==> config.mk <==
export PLATFORM = sky130hd
export DESIGN_NAME = sync_fifo
export DESIGN_NICKNAME = d
export VERILOG_FILES = /design/src/rtl/alu_result_checker_sync_fifo.sv
export SDC_FILE = /design/constraint.sdc
export NUM_CORES = 1
export LEC_CHECK = 0
export ABC_AREA = 1
export CAP_MARGIN = 20
export CORE_ASPECT_RATIO = 0.75
export CORE_MARGIN = 2
export CORE_UTILIZATION = 40
export CTS_CLUSTER_SIZE = 8
export DETAILED_ROUTE_END_ITERATION = 6
export GPL_TIMING_DRIVEN = 0
export PLACE_DENSITY = 0.75
export SETUP_SLACK_MARGIN = 0.05
export SYNTH_ARGS = -nofsm -noshare
export SYNTH_HDL_FRONTEND = slang
export SYNTH_SLANG_ARGS = --single-unit
==> constraint.sdc <==
create_clock -name clk -period 1.8 [get_ports clk]
set_input_delay 0.45 -clock clk [delete_from_list [all_inputs] [get_ports clk]]
set_output_delay 0.45 -clock clk [all_outputs]
set_load 0.02 [all_outputs]
==> src/rtl/alu_result_checker_sync_fifo.sv <==
// sync_fifo: power-of-two synchronous FIFO; head is shown combinationally, zero when empty.
module sync_fifo #(
   parameter int DW    = 11,
   parameter int DEPTH = 4
) (
   input  logic          clk,
   input  logic          rst_n,
   input  logic          push,
   input  logic          pop,
   input  logic [DW-1:0] din,
   output logic [DW-1:0] dout,
   output logic          full,
   output logic          empty
);
   localparam int AW = $clog2(DEPTH);
   localparam int CW = AW + 1;

   logic [AW-1:0] wr_ptr_q, wr_ptr_d, rd_ptr_q, rd_ptr_d;
   logic [CW-1:0] count_q, count_d;
   logic [DW-1:0] mem_q [DEPTH];
   logic          do_push, do_pop;

   always_comb begin
      full     = count_q == CW'(DEPTH);
      empty    = count_q == '0;
      do_push  = push && !full;
      do_pop   = pop && !empty;
      wr_ptr_d = do_push ? wr_ptr_q + 1'b1 : wr_ptr_q;
      rd_ptr_d = do_pop ? rd_ptr_q + 1'b1 : rd_ptr_q;
      count_d  = count_q + CW'(do_push) - CW'(do_pop);
      dout     = empty ? '0 : mem_q[rd_ptr_q];
   end

   always_ff @(posedge clk or negedge rst_n) begin
      if (!rst_n) begin
         wr_ptr_q <= '0;
         rd_ptr_q <= '0;
         count_q  <= '0;
      end else begin
         wr_ptr_q <= wr_ptr_d;
         rd_ptr_q <= rd_ptr_d;
         count_q  <= count_d;
      end
   end

   // Storage needs no reset: reads are masked while empty.
   always_ff @(posedge clk) begin
      if (do_push) mem_q[wr_ptr_q] <= din;
   end
endmodule

==> results of run 1 <==
flip-flops by register name, indices dropped and copies added (netlist names):
name and count:
mem_q 44, count_q 3, rd_ptr_q 2, wr_ptr_q 2
repair_timing:
action / CTS / global route
resized for setup: 118 / 49
endpoints found under the setup margin: 59 / 37
pin swaps: 9 / 16
cloned: 3 / 1
buffers inserted: 9 / 13
hold buffers: 0 / 0
critical path: stages, from the launching register on:
cell and delay [ns]:
dfrtp_1 0.39, buf_6 0.15, buf_12 0.13, buf_16 0.14, nand2_2 0.07, nand3_2 0.06, a21oi_2 0.17, buf_6 0.14
worst paths after layout:
check	startpoint	to	slack, ns	depth (start not counted)
worst max-delay path	rd_ptr_q[0]	dout[5]	-0.20	7
worst min-delay path	rst_n	count_q[0]	0.42	1
worst max register to register	count_q[2]	count_q[1]	-0.05	8
worst min register to register	wr_ptr_q[1]	wr_ptr_q[1]	0.57	2
max in group asynchronous	rst_n	rd_ptr_q[1]	1.09	1
min in group clk	wr_ptr_q[1]	wr_ptr_q[1]	0.57	2
cells by family (layout without fill, tap and decap cells):
| logic type | count (synthesis) | after routing |
|---|---|---|
| and+or+nand+nor | 87 | 87 |
| DFF | 51 | 51 |
| AOI/OAI and AO/OA | 12 | 12 |
| xor gates and xnor gates | 2 | 2 |
| buffers and inverters | 68 | 128 |
| adders and majority gates | 7 | 7 |
area by class of cell:
class	count	area [um^2]	area share [%]
plain buffers	8	110	3.14
clock buffers	5	68.8	1.96
clock inverters	3	43.8	1.25
inverters	60	240	6.86
multi-input cells	108	886	25.3
flip-flops and latches	51	1500	42.8
well taps	78	97.6	2.79
repair buffers	52	559	16.0
cell usage in the layout, fill, tap and decap left out, drive strengths merged:
cell type and instances:
ha 6, xnor2 2, buf 45, o21ai 1, inv 59, dlygate4sd2 1, clkdlybuf4s50 13, a21oi 11
fa 1, bufinv 1, nand3 27, clkbuf 6, dfrtp 7, edfxtp 44, nand2 56, clkinv 3
nor2 4
metrics by stage:
step | setup WS, ns | util, % | TNS [ns] | std cells
after floorplan | 0.0671 | - | 0 | 227
after global placement | -0.561 | 47.7 | -26.93 | 332
after detailed placement | -0.596 | 47.7 | -29.09 | 332
after CTS | -0.231 | 54.8 | -1.97 | 352
after global routing | -0.264 | 60.1 | -2.80 | 365
final | -0.201 | 60.1 | -1.84 | 365
routing by layer:
metal | share of wire [%] | global-route usage [%] | up-vias
li1 | - | - | 827
met2 | 52 | 28.5 | 49
met1 | 42 | 22.3 | 831
met4 | 1.9 | 5.80 | 0
met3 | 3.9 | 3.51 | 11
met5 | 0 | 0 | -
power by group:
group	internal [mW]	switching, mW
Combinational	1.71	1.96
Sequential	1.59	0.127
Clock	0.414	0.382
==> summary.md, run 1 <==
| Metric | Value |
|---|---|
| Routed WL per cell | 16.1 um |
| Synthesized area | 2410 um^2 |
| RSZ-0062 raised after global routing | true |
| Synth top cells by count | inv_1, nand2_1, edfxtp_1 |
| Design area | between 3000 and 4000 um^2 |
| CP Capture Type | output port |
| Simple-gate portion of the synthesized area | between 10% and 20% |
| Peak VDD IR | 0.700 mV |
| Max Cap Viol | 0 |
| Vias | 1,718 |
| Slew of the pin with the lowest slew margin | approximately 0.64 ns |
| Vias in the first global route | 1,658 |
| Post-synthesis adder-cell area fraction | 3.95% |
| Synth cell types | 19 |
| Post-synth top flop | edfxtp_1 |
| Antenna-violating nets left | 0 |
| Fill cells | 464 |
| Seq/Total Area, Yosys | 62.2% |
| Finish-stage setup viols | 13 |
| Layout area overhead | 45.6% |
| Share of layout cells above drive strength 1 | 44.3% |
| Remaining DRCs | 0 |
| Initial core utilization | 41.3% |
| Die ar. | 6660 um^2 |
| Peak Freq | 500 MHz |
| Post-DP Area | 2780 um^2 |
| Worst skew pair latency | 0.31 ns |
| DRT Pass-1 Iters | 4 |
| Post-Synth XOR/XNOR Area | 0.728% |
| Syn_nets | about 250 |
| Ys async rst share | 13.7% |
| Status | complete, but fails checks |
| Avg Cell Area, Syn | 10.6 um^2 |
| Worst Path Required | between 1 and 1.5 ns |
| Avg Vias per Cell | 4.71 |
| Die Span Y | 71.2 um |
| Yosys Warn Count | 0 |
| Worst-case clock buffer depth | 2 |
| Initial antenna violation count | 0 |
| Most common cell in the synthesized netlist | inv_1 |
| CTS clk-pin slew, worst paths | 0.09 ns |
| Critical Path Fanout Max | 7 |
| Area leader, netlist | edfxtp_1 |
| Number of synthesized flops with an enable pin | 44 |
| CTS sink count | 51 |
| Setup CP Type | reg -> out |
| CP startpoint kind | register |
| N_diodes | 0 |
| LEAKAGE | 1.56 nW |
| Max Transition Viols Final | 0 |
| Top cell type's share of synthesized area | a little over half |
| # IOs | 28 |
| Clk_skew | 0.00880 ns |
| Core Rows | 24 |
| HPWL after DPL | 3140 um |
| CTS H-tree depth | 2 |
| Largest family of logic cells by synthesized area | simple AND/OR/NAND/NOR gates |
| Nets | 308 |
| Core region area | 5830 um^2 |
| Slew HR | 57.1% |
| GPL Wtd Cong | 0.787 |
| CTS tree | built |
| Largest net degree at the start of global routing | 17 |
| I/O Buffers | 27 |
| First-pass GRT wire length | 8290 um |
| Setup WS post-layout | -0.201 ns |
| PnR Total Power | approximately 6.2 mW |
| Hold_ws | 0.422 ns |
| Power per Cell Area | 1760 nW/um^2 |
| Compound-gate portion of the synthesized area | 3.74% |
| Die Wd | 93.6 um |
| Mux cell area share after synthesis | 0% |
| Synth top area cells | edfxtp_1, inv_1, nand2_1, dfrtp_1, nand3_1 |
| Failing checks | negative setup slack |
| HP Class | in -> async |
| Final Cycle Share | 111% |
| GR Overflow Total | 0 |
| Synthesized flop and latch total | slightly above 50 |
| Routed WL | 5880 um |
| Cell count after synthesis | between 200 and 250 |
| Global router's overall resource usage | 17.0% |
| Iter 0 DRT Violations | 122 |
| Final Hold Viols | 0 |
| Tmin final | 2.00 ns |
| Arr. time, crit path | around 1.6 ns |
| CTS Buf Count | 5 |
| CTS root buf | clkbuf_8 |
Note: power is estimated with default switching activity, not from simulation.
==> run 2, diff against run 1 <==
- CORE_UTILIZATION: 40 -> 50
- PLACE_DENSITY: 0.75 -> 0.87
==> summary.md, run 2 (synthesis results as in run 1) <==
| Metric | Value |
|---|---|
| Core region area | 4550 um^2 (was 5830 um^2) |
| HPWL after DPL | 2870 um (was 3140 um) |
| Die Wd | 84.1 um (was 93.6 um) |
| Commonest non-fill, non-tap cell in the layout | inv_1 (unchanged) |
| Layout area overhead | 35.4% (was 45.6%) |
| CTS Buf Count | 5 (unchanged) |
| Max reg flops | 44 (unchanged) |
| GR Overflow Total | 0 (unchanged) |
| Crit path launch | rd_ptr_q[0] (unchanged) |
| Peak VDD IR | 0.931 mV (was 0.700 mV) |
| CP Capture Type | output port (unchanged) |
| Core Rows | 21 (was 24) |
| DRT Pass-1 Iters | 4 (unchanged) |
| CTS root buf | clkbuf_8 (unchanged) |
| CTS H-tree depth | 2 (unchanged) |
| Tmin final | 1.97 ns (was 2.00 ns) |
| Worst-case clock buffer depth | 2 (unchanged) |
| Final core occ | 71.7% (was 60.1%) |
| Critical Path Fanout Max | 7 (unchanged) |
| Routed WL per cell | 16.6 um (was 16.1 um) |
| Reg2Reg Depth | 8 (unchanged) |
| RSZ-0062 raised after global routing | true (unchanged) |
| Worst skew pair latency | 0.31 ns (about the same) |
| Setup CP Type | reg -> out (unchanged) |
| Global router's overall resource usage | 20.3% (was 17.0%) |
| Power per Cell Area | 1780 nW/um^2 (was 1760 nW/um^2) |
| Design area | 3260 um^2 (was 3500 um^2) |
| Reg2reg start | count_q[1] (was count_q[2]) |
| Antenna-violating nets left | 0 (unchanged) |
| Worst Path Required | 1.35 ns (about the same) |
| Arr. time, crit path | 1.52 ns (was 1.55 ns) |
| Slew HR | 50.5% (was 57.1%) |
| Slew of the pin with the lowest slew margin | 0.742 ns (was 0.643 ns) |
| Remaining DRCs | 0 (unchanged) |
| N_diodes | 0 (unchanged) |
| Share of layout cells above drive strength 1 | 36.8% (was 44.3%) |
| Status | complete, but fails checks (unchanged) |
| CP startpoint kind | register (unchanged) |
| Die Span Y | 64.1 um (was 71.2 um) |
| First-pass GRT wire length | 8110 um (was 8290 um) |
| R2R setup slack | 0.03 ns (was -0.05 ns) |
| CTS sink count | 51 (unchanged) |
| Peak Freq | 508 MHz (was 500 MHz) |
| Clk pwr share | 13.6% (was 12.9%) |
| Largest net degree at the start of global routing | 16 (was 17) |
| Finish-stage setup viols | 11 (was 13) |
| RR Endpoint | count_q[1] (unchanged) |
| LEAKAGE | 1.47 nW (was 1.56 nW) |
| GPL Wtd Cong | 0.734 (was 0.787) |
| Fill cells | 288 (was 464) |
| Failing checks | negative setup slack (unchanged) |
| Max Cap Viol | 0 (unchanged) |
| Most frequent cells in the layout | inv_1, edfxtp_1, nand2_1, buf_4, nand3_2 (unchanged) |
| CTS clk-pin slew, worst paths | 0.09 ns (about the same) |
| Top reg by flops | mem_q (unchanged) |
| Iter 0 DRT Violations | 134 (was 122) |
| Initial core utilization | 52.9% (was 41.3%) |
| HP Class | in -> async (unchanged) |
| Initial antenna violation count | 0 (unchanged) |
| Final Cycle Share | 109% (was 111%) |
| Routed WL | 5610 um (was 5880 um) |
| Max Transition Viols Final | 0 (unchanged) |
| TNS Setup | -1.44 ns (was -1.84 ns) |
| Sw Ratio | 40.0% (about the same) |
| Proportion of power drawn by flip-flops and latches | 29.4% (was 27.7%) |
| Vias in the first global route | 1,618 (was 1,658) |
| Biggest regs | mem_q x44, count_q x3 (unchanged) |
| Vias | 1,731 (was 1,718) |
| Post-DP Area | 2750 um^2 (was 2780 um^2) |
| Setup WS post-layout | -0.168 ns (was -0.201 ns) |
| CTS tree | built (unchanged) |
| Avg Vias per Cell | 5.14 (was 4.71) |
| Internal power | 3.47 mW (was 3.71 mW) |
| # IOs | 28 (unchanged) |
| Final Hold Viols | 0 (unchanged) |
| Clk_skew | 0.00783 ns (was 0.00880 ns) |
| Die ar. | 5390 um^2 (was 6660 um^2) |
| I/O Buffers | 27 (unchanged) |
| Comb pwr share | 57.0% (was 59.4%) |
| Nets | 301 (was 308) |
| NetSw | 2.31 mW (was 2.47 mW) |
==> run 2: changes by cell type in the layout (fill, tap and decap cells not counted), sizes merged <==
cell / before / now
clkinv: 3 / 2
clkbuf: 6 / 5
inv: 59 / 60
buf: 45 / 39
==> run 2: power by group through the flow <==
stage               Sequential, mW  Clock (mW)  Combinational, mW
detailed placement            1.73           0               2.36
finish                        1.70       0.786               3.30
CTS                           1.70       0.785               3.05
global route                  1.72       0.845               3.52
floorplan                     1.69           0               1.56
global placement              1.71           0               2.30
==> run 2: area by class of cell <==
class                           count  area, um^2  share of cell area [%]
Clock buffer                        5        68.8                    2.11
Clock inverter                      3        38.8                    1.19
Timing Repair Buffer               45         455                    14.0
Tap cell                           57        71.3                    2.19
Buffer                              8         110                    3.38
Inverter                           60         238                    7.30
Sequential cell                    51        1500                    45.9
Multi-Input combinational cell    108         779                    23.9
==> run 2: worst max-delay path by stage <==
stage               slack [ns]  cells after the start     endpoint
floorplan                 0.07                      9   count_q[2]
global placement         -0.53                      3  mem_q[3][8]
detailed placement       -0.62                      3  mem_q[2][8]
CTS                      -0.19                      6      dout[8]
global route             -0.25                      7      dout[6]
finish                   -0.17                      7      dout[6]
==> run 2: layer usage <==
layer  GRT usage (%)  vias up  wire (um)
li1                -      807          -
met3            4.01        8        313
met5               0        -          0
met2            33.7       50       2800
met4            7.66        0         91
met1            26.7      866       2400
==> run 2: through the flow <==
step | setup WS, ns | hold WS, ns | instances | total power, mW
6_report | -0.168 | 0.424 | 337 | 5.79
5_1_grt | -0.251 | 0.428 | 337 | 6.09
4_1_cts | -0.187 | 0.414 | 333 | 5.54
3_5_place_dp | -0.624 | 0.512 | 311 | 4.09
3_3_place_gp | -0.535 | 0.490 | 311 | 4.01
2_1_floorplan | 0.0671 | 0.154 | 227 | 3.25
==> run 2: worst max-delay path: stages, from the launching register on <==
cell and delay (ns):
dfrtp_1 0.36, buf_6 0.18, inv_8 0.07, buf_8 0.14, nand2_1 0.08, nand3_2 0.09, a21oi_2 0.15, buf_4 0.15
==> run 2: timing repair <==
item                       4_1_cts  5_1_grt
cloned                           3        0
setup endpoints to repair       59       15
resized for setup              118       16
hold endpoints to repair         0        0
hold buffers                     0        0
setup buffers                   11        4
pin swaps                       11       13
==> run 3, diff against run 2 <==
- CAP_MARGIN: 20 -> 5
- REMOVE_ABC_BUFFERS: default -> 1
==> summary.md, run 3 (synthesis results as in run 1) <==
| Metric | Value |
|---|---|
| Status | complete, but fails checks (unchanged) |
| Failing checks | negative setup slack (unchanged) |
| Core Rows | 21 (unchanged) |
| Core region area | 4550 um^2 (unchanged) |
| NetSw | 2.48 mW (was 2.31 mW) |
| Critical Path Fanout Max | 6 (was 7) |
| Remaining DRCs | 0 (unchanged) |
| CTS sink count | 51 (unchanged) |
| Commonest non-fill, non-tap cell in the layout | inv_1 (unchanged) |
| Arr. time, crit path | 1.58 ns (was 1.52 ns) |
| Crit path launch | rd_ptr_q[0] (unchanged) |
| Die Span Y | 64.1 um (unchanged) |
| PnR Total Power | 6.01 mW (was 5.79 mW) |
| Worst-case clock buffer depth | 2 (unchanged) |
| Reg2reg start | count_q[1] (unchanged) |
| Tmin final | 2.03 ns (was 1.97 ns) |
| CTS clk-pin slew, worst paths | 0.09 ns (about the same) |
| Largest net degree at the start of global routing | 16 (unchanged) |
| Family with the most delay on the worst path | flip-flops (was buffers and inverters) |
| GR Overflow Total | 0 (unchanged) |
| Top reg by flops | mem_q (unchanged) |
| Setup WS post-layout | -0.235 ns (was -0.168 ns) |
| Placed cell count | 303 (was 311) |
| HPWL after DPL | 2600 um (was 2870 um) |
| Final Hold Viols | 0 (unchanged) |
| Most frequent cells in the layout | inv_1, edfxtp_1, nand2_1, buf_4, nand3_2 (unchanged) |
| LEAKAGE | 1.50 nW (was 1.47 nW) |
| Proportion of power drawn by flip-flops and latches | 29.1% (was 29.4%) |
| Max reg flops | 44 (unchanged) |
| Crit path capture | dout[10] (was dout[6]) |
| Worst skew pair latency | 0.31 ns (about the same) |
| I/O Buffers | 27 (unchanged) |
| RR Endpoint | count_q[1] (unchanged) |
| Biggest regs | mem_q x44, count_q x3 (unchanged) |
| Fill cells | 269 (was 288) |
| Slew of the pin with the lowest slew margin | 0.400 ns (was 0.742 ns) |
| Hold buffers post-CTS | 0 (unchanged) |
| Avg Vias per Cell | 5.14 (about the same) |
| Iter 0 DRT Violations | 111 (was 134) |
| CP startpoint kind | register (unchanged) |
| Setup CP Type | reg -> out (unchanged) |
| Clk pwr share | 12.9% (was 13.6%) |
| Global router's overall resource usage | 22.3% (was 20.3%) |
| Die ar. | 5390 um^2 (unchanged) |
| Sw Ratio | 41.3% (was 40.0%) |
| Final core occ | 74.5% (was 71.7%) |
| # IOs | 28 (unchanged) |
| Layout area overhead | 40.8% (was 35.4%) |
| Vias | 1,752 (was 1,731) |
| Finish-stage setup viols | 13 (was 11) |
| N_diodes | 0 (unchanged) |
| DRT Pass-1 Iters | 4 (unchanged) |
| Routed WL per cell | 17.0 um (was 16.6 um) |
| Clk_skew | 0.0113 ns (was 0.00783 ns) |
| Max Transition Viols Final | 0 (unchanged) |
| Post-DP Area | 2670 um^2 (was 2750 um^2) |
| Initial core utilization | 52.9% (unchanged) |
| Max Cap Viol | 0 (unchanged) |
| Peak VDD IR | 0.906 mV (was 0.931 mV) |
| CP Depth | 7 (unchanged) |
| CTS root buf | clkbuf_8 (unchanged) |
| Antenna-violating nets left | 0 (unchanged) |
| Slew HR | 73.2% (was 50.5%) |
| TNS Setup | -2.27 ns (was -1.44 ns) |
| CP max stage delay | 0.51 ns (was 0.36 ns) |
| Most common cell on crit path | buf_12 |
| GPL Wtd Cong | 0.711 (was 0.734) |
| Worst Path Required | 1.35 ns (about the same) |
| Routed WL | 5810 um (was 5610 um) |
| CTS H-tree depth | 2 (unchanged) |
| First-pass GRT wire length | 8760 um (was 8110 um) |
| Final Cycle Share | 113% (was 109%) |
| Fin cells | 341 (was 337) |
| CP Capture Type | output port (unchanged) |
| Peak Freq | 491 MHz (was 508 MHz) |
| Hold_ws | 0.390 ns (was 0.424 ns) |
| CTS Buf Count | 5 (unchanged) |
| Reg2Reg Depth | 9 (was 8) |
| Worst path slowest cell | dfrtp_4 (was dfrtp_1) |
| Share of layout cells above drive strength 1 | 42.3% (was 36.8%) |
| Power per Cell Area | 1770 nW/um^2 (was 1780 nW/um^2) |
| Design area | 3390 um^2 (was 3260 um^2) |
| RSZ-0062 raised after global routing | true (unchanged) |
| Internal power | 3.53 mW (was 3.47 mW) |
| Cell Chain, Critical Path | buf_12, buf_12, clkinv_8, nand2_4, nand3_2, a21oi_2, buf_4 (was buf_6, inv_8, buf_8, nand2_1, nand3_2, a21oi_2, buf_4) |
| Nets | 305 (was 301) |
| Initial antenna violation count | 0 (unchanged) |
| Die Wd | 84.1 um (unchanged) |
| Buf/Inv on CP | 4 (unchanged) |
| Comb pwr share | 58.0% (was 57.0%) |
| DP Worst Slack | -0.837 ns (was -0.624 ns) |
| R2R setup slack | -0.06 ns (was 0.03 ns) |
| CTS tree | built (unchanged) |
| Vias in the first global route | 1,778 (was 1,618) |
| HP Class | in -> async (unchanged) |
-- run 3: cell types whose count changed in the layout (fill, tap and decap cells not counted), moves of 2 or more --
| cell | before | now |
|---|---|---|
| nand2_1 | 39 | 35 |
| dfrtp_1 | 7 | 5 |
| clkinvlp_4 | 0 | 2 |
| buf_12 | 1 | 3 |
| nor2_2 | 4 | 0 |
| buf_16 | 3 | 1 |
| nor2_4 | 0 | 4 |
| nand3_2 | 14 | 18 |
| nand2_4 | 4 | 9 |
| nand3_1 | 11 | 6 |
| buf_4 | 22 | 25 |
| buf_6 | 7 | 10 |
| buf_8 | 5 | 1 |
-- run 3: final cells by class --
type	count	area [um^2]	share of cell area [%]
Sequential cell	51	1500	44.3
Timing Repair Buffer	54	541	16.0
Timing Repair inverter	3	43.8	1.29
Clock inverter	3	38.8	1.15
Clock buffer	5	68.8	2.03
Inverter	60	251	7.43
Tap cell	57	71.3	2.11
Multi-Input combinational cell	108	871	25.7
-- run 3: power by group through the flow --
stage,clock network (mW),logic [mW],registers [mW]
6_report,0.774,3.48,1.75
5_1_grt,0.826,3.69,1.77
4_1_cts,0.768,3.06,1.74
3_5_place_dp,0,2.02,1.84
3_3_place_gp,0,1.97,1.83
2_1_floorplan,0,1.32,1.77
-- run 3: metal layers --
layer	up-vias	part of all wire (%)	global-route usage [%]
met1	865	39	26.0
met2	51	54	39.7
met5	-	0	0
met3	11	4.6	4.01
li1	825	-	-
met4	0	2.1	11.5
-- run 3: worst min path at each step --
stage                     from          end  slack, ns  cells past startpoint
finish                   rst_n  rd_ptr_q[0]       0.39                      1
global route             rst_n   count_q[1]       0.40                      1
CTS                      rst_n   count_q[2]       0.42                      1
detailed placement  count_q[0]   count_q[0]       0.50                      1
global placement    count_q[0]   count_q[0]       0.49                      1
floorplan                rst_n   count_q[0]       0.15                      0
-- run 3: repair_timing --
item | CTS | global route
setup buffers | 22 | 5
gates cloned | 4 | 0
setup endpoints to repair | 59 | 25
pin swaps | 12 | 12
resized for setup | 138 | 26
-- run 3: worst register-to-register path: stages, from the launching register on --
cell	delay, ns
dfrtp_1	0.39
inv_2	0.07
buf_6	0.12
buf_6	0.11
nand3_4	0.07
nand2_4	0.07
ha_4	0.28
inv_4	0.03
ha_4	0.14
fa_2	0.51
